--- src/rtl/qpsk_diff_decoder_pkg.sv ---
// Shared definitions for the QPSK differential decoder: phase indices,
// delta-to-dibit map constants, FSM state encoding and slicing helpers.
// Optional build macro used by the top: QPSK_DIFF_ERASURE_CNT_EN.
package qpsk_diff_decoder_pkg;

    localparam int unsigned PHASE_W = 2;
    localparam int unsigned SYM_W   = 2;
    localparam int unsigned ERAS_W  = 16;

    // Phase indices, counter-clockwise starting at (+1,+1)
    localparam logic [PHASE_W-1:0] PH_0 = 2'd0;
    localparam logic [PHASE_W-1:0] PH_1 = 2'd1;
    localparam logic [PHASE_W-1:0] PH_2 = 2'd2;
    localparam logic [PHASE_W-1:0] PH_3 = 2'd3;

    // Dibit carried by each phase step {I bit, Q bit}
    localparam logic [1:0] DIBIT_D0 = 2'b00;
    localparam logic [1:0] DIBIT_D1 = 2'b01;
    localparam logic [1:0] DIBIT_D2 = 2'b11;
    localparam logic [1:0] DIBIT_D3 = 2'b10;

    typedef enum logic [1:0] {
        IDLE   = 2'd0,
        SEND_I = 2'd1,
        SEND_Q = 2'd2
    } state_t;

    typedef struct packed {
        logic i_bit;
        logic q_bit;
    } dibit_t;

    // Quadrant sign bits {i_bit,q_bit} (1 = negative) to phase index
    function automatic logic [PHASE_W-1:0] slice_phase(input logic i_bit, input logic q_bit);
        logic [PHASE_W-1:0] ph;
        case ({i_bit, q_bit})
            2'b00:   ph = PH_0;
            2'b10:   ph = PH_1;
            2'b11:   ph = PH_2;
            default: ph = PH_3;
        endcase
        return ph;
    endfunction

    // Phase step to transmitted dibit
    function automatic dibit_t delta_to_dibit(input logic [PHASE_W-1:0] delta);
        logic [1:0] d;
        case (delta)
            PH_0:    d = DIBIT_D0;
            PH_1:    d = DIBIT_D1;
            PH_2:    d = DIBIT_D2;
            default: d = DIBIT_D3;
        endcase
        return dibit_t'(d);
    endfunction

endpackage

--- src/rtl/qpsk_phase_delta.sv ---
// Combinational phase slicer and differential demapper.
// Ports: sym_i/sym_q signed hard decisions, prev_phase previous phase index;
//        cur_phase phase index of this symbol, dibit recovered {I,Q} bits.
module qpsk_phase_delta
    import qpsk_diff_decoder_pkg::*;
(
    input  logic [SYM_W-1:0]   sym_i,
    input  logic [SYM_W-1:0]   sym_q,
    input  logic [PHASE_W-1:0] prev_phase,
    output logic [PHASE_W-1:0] cur_phase,
    output dibit_t             dibit
);

    logic [PHASE_W-1:0] delta_c;

    // Sign bit decides the quadrant; a zero value slices as positive
    always_comb begin
        cur_phase = slice_phase(sym_i[SYM_W-1], sym_q[SYM_W-1]);
        delta_c   = PHASE_W'(cur_phase - prev_phase);
        dibit     = delta_to_dibit(delta_c);
    end

endmodule

--- src/rtl/qpsk_diff_decoder.sv ---
// QPSK differential decoder: recovers a dibit from the phase step between
// consecutive hard-decision symbols and serialises it I bit first.
// Ports: clk_8megahz, rst_n (async, active-low); sym_i/sym_q/sym_valid/
//        sym_ready symbol stream in; sync_clr reloads the previous phase;
//        bit_data/bit_valid/bit_ready serial bit stream out.
// Build macro QPSK_DIFF_ERASURE_CNT_EN adds erasure_cnt, a saturating count
// of accepted symbols with a zero-valued I or Q component.
module qpsk_diff_decoder
    import qpsk_diff_decoder_pkg::*;
#(
    parameter logic [PHASE_W-1:0] PHASE_INIT = PH_0
) (
    input  logic               clk_8megahz,
    input  logic               rst_n,
    input  logic [SYM_W-1:0]   sym_i,
    input  logic [SYM_W-1:0]   sym_q,
    input  logic               sym_valid,
    output logic               sym_ready,
    input  logic               sync_clr,
    output logic               bit_data,
    output logic               bit_valid,
    input  logic               bit_ready
`ifdef QPSK_DIFF_ERASURE_CNT_EN
    ,
    output logic [ERAS_W-1:0]  erasure_cnt
`endif
);

    state_t             state;
    state_t             state_nxt;
    logic [PHASE_W-1:0] prev_phase;
    logic [PHASE_W-1:0] prev_sel_c;
    logic [PHASE_W-1:0] cur_phase_c;
    dibit_t             dibit_q;
    dibit_t             dibit_c;
    dibit_t             dibit_nxt;
    logic               bit_data_nxt;
    logic               bit_valid_nxt;
    logic               alive;
    logic               accept_c;

    // sync_clr coinciding with an accept differences against PHASE_INIT
    assign prev_sel_c = sync_clr ? PHASE_INIT : prev_phase;

    qpsk_phase_delta u_phase_delta (
        .sym_i      (sym_i),
        .sym_q      (sym_q),
        .prev_phase (prev_sel_c),
        .cur_phase  (cur_phase_c),
        .dibit      (dibit_c)
    );

    // Ready is held low through reset and the cycle of its release
    always_comb begin
        sym_ready = alive && ((state == IDLE) || ((state == SEND_Q) && bit_ready));
    end

    assign accept_c = sym_valid && sym_ready;

    // State register
    always_ff @(posedge clk_8megahz or negedge rst_n) begin
        if (!rst_n) begin
            state <= IDLE;
        end else begin
            state <= state_nxt;
        end
    end

    // Next state, next dibit and next registered bit outputs
    always_comb begin
        state_nxt     = state;
        dibit_nxt     = dibit_q;
        bit_valid_nxt = 1'b0;
        bit_data_nxt  = 1'b0;

        if (accept_c) begin
            dibit_nxt = dibit_c;
        end

        case (state)
            IDLE: begin
                if (accept_c) begin
                    state_nxt = SEND_I;
                end
            end
            SEND_I: begin
                if (bit_ready) begin
                    state_nxt = SEND_Q;
                end
            end
            SEND_Q: begin
                if (bit_ready) begin
                    state_nxt = accept_c ? SEND_I : IDLE;
                end
            end
            default: begin
                state_nxt = IDLE;
            end
        endcase

        // Outputs are registered copies of what the next state presents
        if (state_nxt == SEND_I) begin
            bit_valid_nxt = 1'b1;
            bit_data_nxt  = dibit_nxt.i_bit;
        end else if (state_nxt == SEND_Q) begin
            bit_valid_nxt = 1'b1;
            bit_data_nxt  = dibit_nxt.q_bit;
        end
    end

    // Datapath registers
    always_ff @(posedge clk_8megahz or negedge rst_n) begin
        if (!rst_n) begin
            alive      <= 1'b0;
            prev_phase <= PHASE_INIT;
            dibit_q    <= '0;
            bit_data   <= 1'b0;
            bit_valid  <= 1'b0;
        end else begin
            alive     <= 1'b1;
            dibit_q   <= dibit_nxt;
            bit_data  <= bit_data_nxt;
            bit_valid <= bit_valid_nxt;
            if (accept_c) begin
                prev_phase <= cur_phase_c;
            end else if (sync_clr) begin
                prev_phase <= PHASE_INIT;
            end
        end
    end

`ifdef QPSK_DIFF_ERASURE_CNT_EN
    logic is_erasure_c;

    assign is_erasure_c = (sym_i == '0) || (sym_q == '0);

    // Saturating erasure counter, cleared by sync_clr
    always_ff @(posedge clk_8megahz or negedge rst_n) begin
        if (!rst_n) begin
            erasure_cnt <= '0;
        end else if (sync_clr) begin
            erasure_cnt <= '0;
        end else if (accept_c && is_erasure_c && (erasure_cnt != '1)) begin
            erasure_cnt <= erasure_cnt + ERAS_W'(1);
        end
    end
`endif

endmodule

--- config.mk ---
export PLATFORM = sky130hd
export DESIGN_NAME = qpsk_diff_decoder
export DESIGN_NICKNAME = d
export VERILOG_FILES = /design/src/rtl/qpsk_diff_decoder_pkg.sv /design/src/rtl/qpsk_phase_delta.sv /design/src/rtl/qpsk_diff_decoder.sv
export SDC_FILE = /design/constraint.sdc
export NUM_CORES = 1
export LEC_CHECK = 0
export CAP_MARGIN = 0
export CORE_MARGIN = 10
export CORE_UTILIZATION = 41
export DETAILED_ROUTE_END_ITERATION = 10
export HOLD_SLACK_MARGIN = 0.1
export PLACE_DENSITY = 0.66
export SLEW_MARGIN = 20
export SYNTH_ARGS = -nofsm -noshare
export SYNTH_HDL_FRONTEND = slang
export SYNTH_SLANG_ARGS = --single-unit
--- constraint.sdc ---
create_clock -name clk_8megahz -period 3.36 [get_ports clk_8megahz]
set_input_delay 1.008 -clock clk_8megahz [delete_from_list [all_inputs] [get_ports clk_8megahz]]
set_output_delay 1.008 -clock clk_8megahz [all_outputs]
set_load 0.02 [all_outputs]
==> flow_summary.toml <==
[placement]
finalWeightedCongestion = 0.745
io_buffers = 9
place_hpwl_um = 716

[cells_and_area]
fin_util_pct = 55.6
area.growth.synth_to_final_pct = 28.0
drive_gt1_share_pct = 19.7
fillers = 126
ff_latch_area_um2 = 225
layout_commonest_cell = "dfrtp_1"
diodes = 0
fin_nets = 78
mostFrequentLayoutCells = "9 x dfrtp_1, 8 x clkdlybuf4s50_1, 7 x inv_1, 7 x ha_1"
multiInputGateArea_um2 = 307

[drt]
ant_nets = 0
routedWlPerCell_um = 11.1
vias = 354
drt_iter0_drc = 6
post-route-drc-count = 0
routed_via_density = 4.66
wirelength_um = 841
dr.pass1.iters = 3

[worst_setup_path]
start_kind = "input port"
arrival_ns = 2.10
cp.required_ns = 2.35
critical_path_class = "input port to output port"
end_kind = "output port"
path_max_fanout = 2

[die]
fp-row-count = 13
die_area_um2 = 3240
die_w_um = 56.9
fp.dieH_um = 56.9
ios = 12
design.core.area_um2 = 1280
start_util_pct = 43.4

[grt]
antenna_found_initial = 0
grt_first_pass_wirelength_um = 1370
grt_max_degree = 10
grt_pass1_vias = 343
grt_usage_pct = 5.31
gr-total-overflow = 0

[clock_network]
cts_root_buf = "clkbuf_4"
clkLatencyLatePin_ns = 0.26
clkTransAtPathRegs_ns = 0.06
cts_tree = "built"
clkSinkCount = 9
cts_max_level = 1
cts_buffers = 3
cts.path.max_buffers = 2

[synthesis]
synth_area_leader_cell = "dfrtp_1"
synth-seq-area-share_pct = 40.4
ys_ff_latch = 9
syn-cell-area_um2 = 558
netlist_top_cells_area = "dfrtp_1 40%, ha_1 16%, mux2_4 5.4%"
syn-num-nets = 61
syn_avg_cell_area_um2 = 12.4
ys_types = 20
yosysTopAreaCellShare_pct = 40.4
synthCells = 45
ys_warn_count = 0

[sta]
hold_viol_final = 0
fin_skew_ns = 0.00392
period_needed_ns = 3.10
rsz0062_at_grt = "no"
min_period_over_period_pct = 92.4
fmax_mhz = 322
setup_viol_count_final = 0
timing.setup.tns_ns = 0
maxSlewViolCount = 0

[status]
status = "finished clean"

[hold_path]
hold_class = "flip-flop to flip-flop"

[job]
drv_cap = 0

[pwr]
vdd_drop_max_mv = 0.434
powerDensity_nw_per_um2 = 623
p_leak_nw = 0.383
cells by family after synthesis:
group                    share of synthesized area (%)
AO/OA/AOI/OAI                                     4.49
XOR/XNOR                                          3.14
adder cells (fa/ha/maj)                           15.7
buffers and inverters                             4.71
flip-flops                                        40.4
multiplexers                                      13.7
other                                            0.672
AND/OR/NAND/NOR                                   17.3
cell usage after synthesis:
cell type / instances
a22oi_1: 1
nand3b_1: 1
nand2b_1: 2
and2_1: 1
inv_1: 7
mux4_1: 1
or2_1: 1
conb_1: 1
ha_1: 7
nand2b_4: 1
o21a_1: 1
nand4b_4: 1
a22o_2: 1
nor2b_1: 2
dfrtp_1: 9
nor2_1: 1
mux2_4: 2
xnor2_1: 2
and3b_2: 1
mux2i_1: 2
routing by layer:
layer	track usage, %	share of wire [%]	vias up
met5	0	0	-
met4	1.01	0	0
met3	4.94	10	0
met2	8.06	45	9
met1	5.27	45	167
li1	-	-	178
flip-flops by register name, summed over array words and instances (netlist names):
register and cells:
prev_phase 2, dibit_q 2, bit_valid 1, alive 1, state 2, bit_data 1
path summary, 6_finish.rpt:
| kind | start | end | slack, ns | depth (start not counted) |
|---|---|---|---|---|
| worst max-delay path | bit_ready | sym_ready | 0.26 | 4 |
| worst min-delay path | dibit_q[1] | dibit_q[1] | 0.51 | 1 |
| worst max register to register | state[1] | bit_data | 1.47 | 8 |
| worst min register to register | dibit_q[1] | dibit_q[1] | 0.51 | 1 |
| max in group asynchronous | rst_n | prev_phase[1] | 2.03 | 1 |
| min in group asynchronous | rst_n | dibit_q[0] | 1.04 | 1 |
cell type report:
class | count | share of cell area [%]
multi-input combinational | 29 | 42.9
sequential | 9 | 31.5
timing repair buffer | 12 | 15.6
clock buffer | 4 | 3.68
inverter | 7 | 3.68
tap | 15 | 2.63
per-stage QoR:
stage | instances | hold WS, ns | setup slack (ns) | cell area (um2) | total power, mW
after CTS | 76 | 0.513 | 0.245 | 714 | 0.454
after global placement | 72 | 0.492 | -0.0151 | 689 | 0.369
after detailed placement | 72 | 0.491 | -0.0232 | 689 | 0.372
after global routing | 76 | 0.530 | 0.188 | 714 | 0.482
final | 76 | 0.513 | 0.256 | 714 | 0.445
after floorplan | 45 | 0.473 | 0.694 | 558 | 0.306
timing repair:
item                       in CTS  in global routing
hold endpoints to repair        0                  0
buffers inserted                0                  0
hold buffers                    0                  0
setup endpoints to repair       1                  0
gates resized for setup         1                  0
report_power, final:
group	leakage [nW]	internal (mW)	switching, mW
registers	0.114	0.145	0.0240
logic	0.254	0.112	0.0821
clock network	0.0150	0.0457	0.0361
critical path, cell delays in order:
cell	delay, ns
clkdlybuf4s50_1	0.48
nand2b_4	0.12
and3b_2	0.17
dlygate4sd2_1	0.32
No activity file was read; power rests on OpenSTA's default activity.
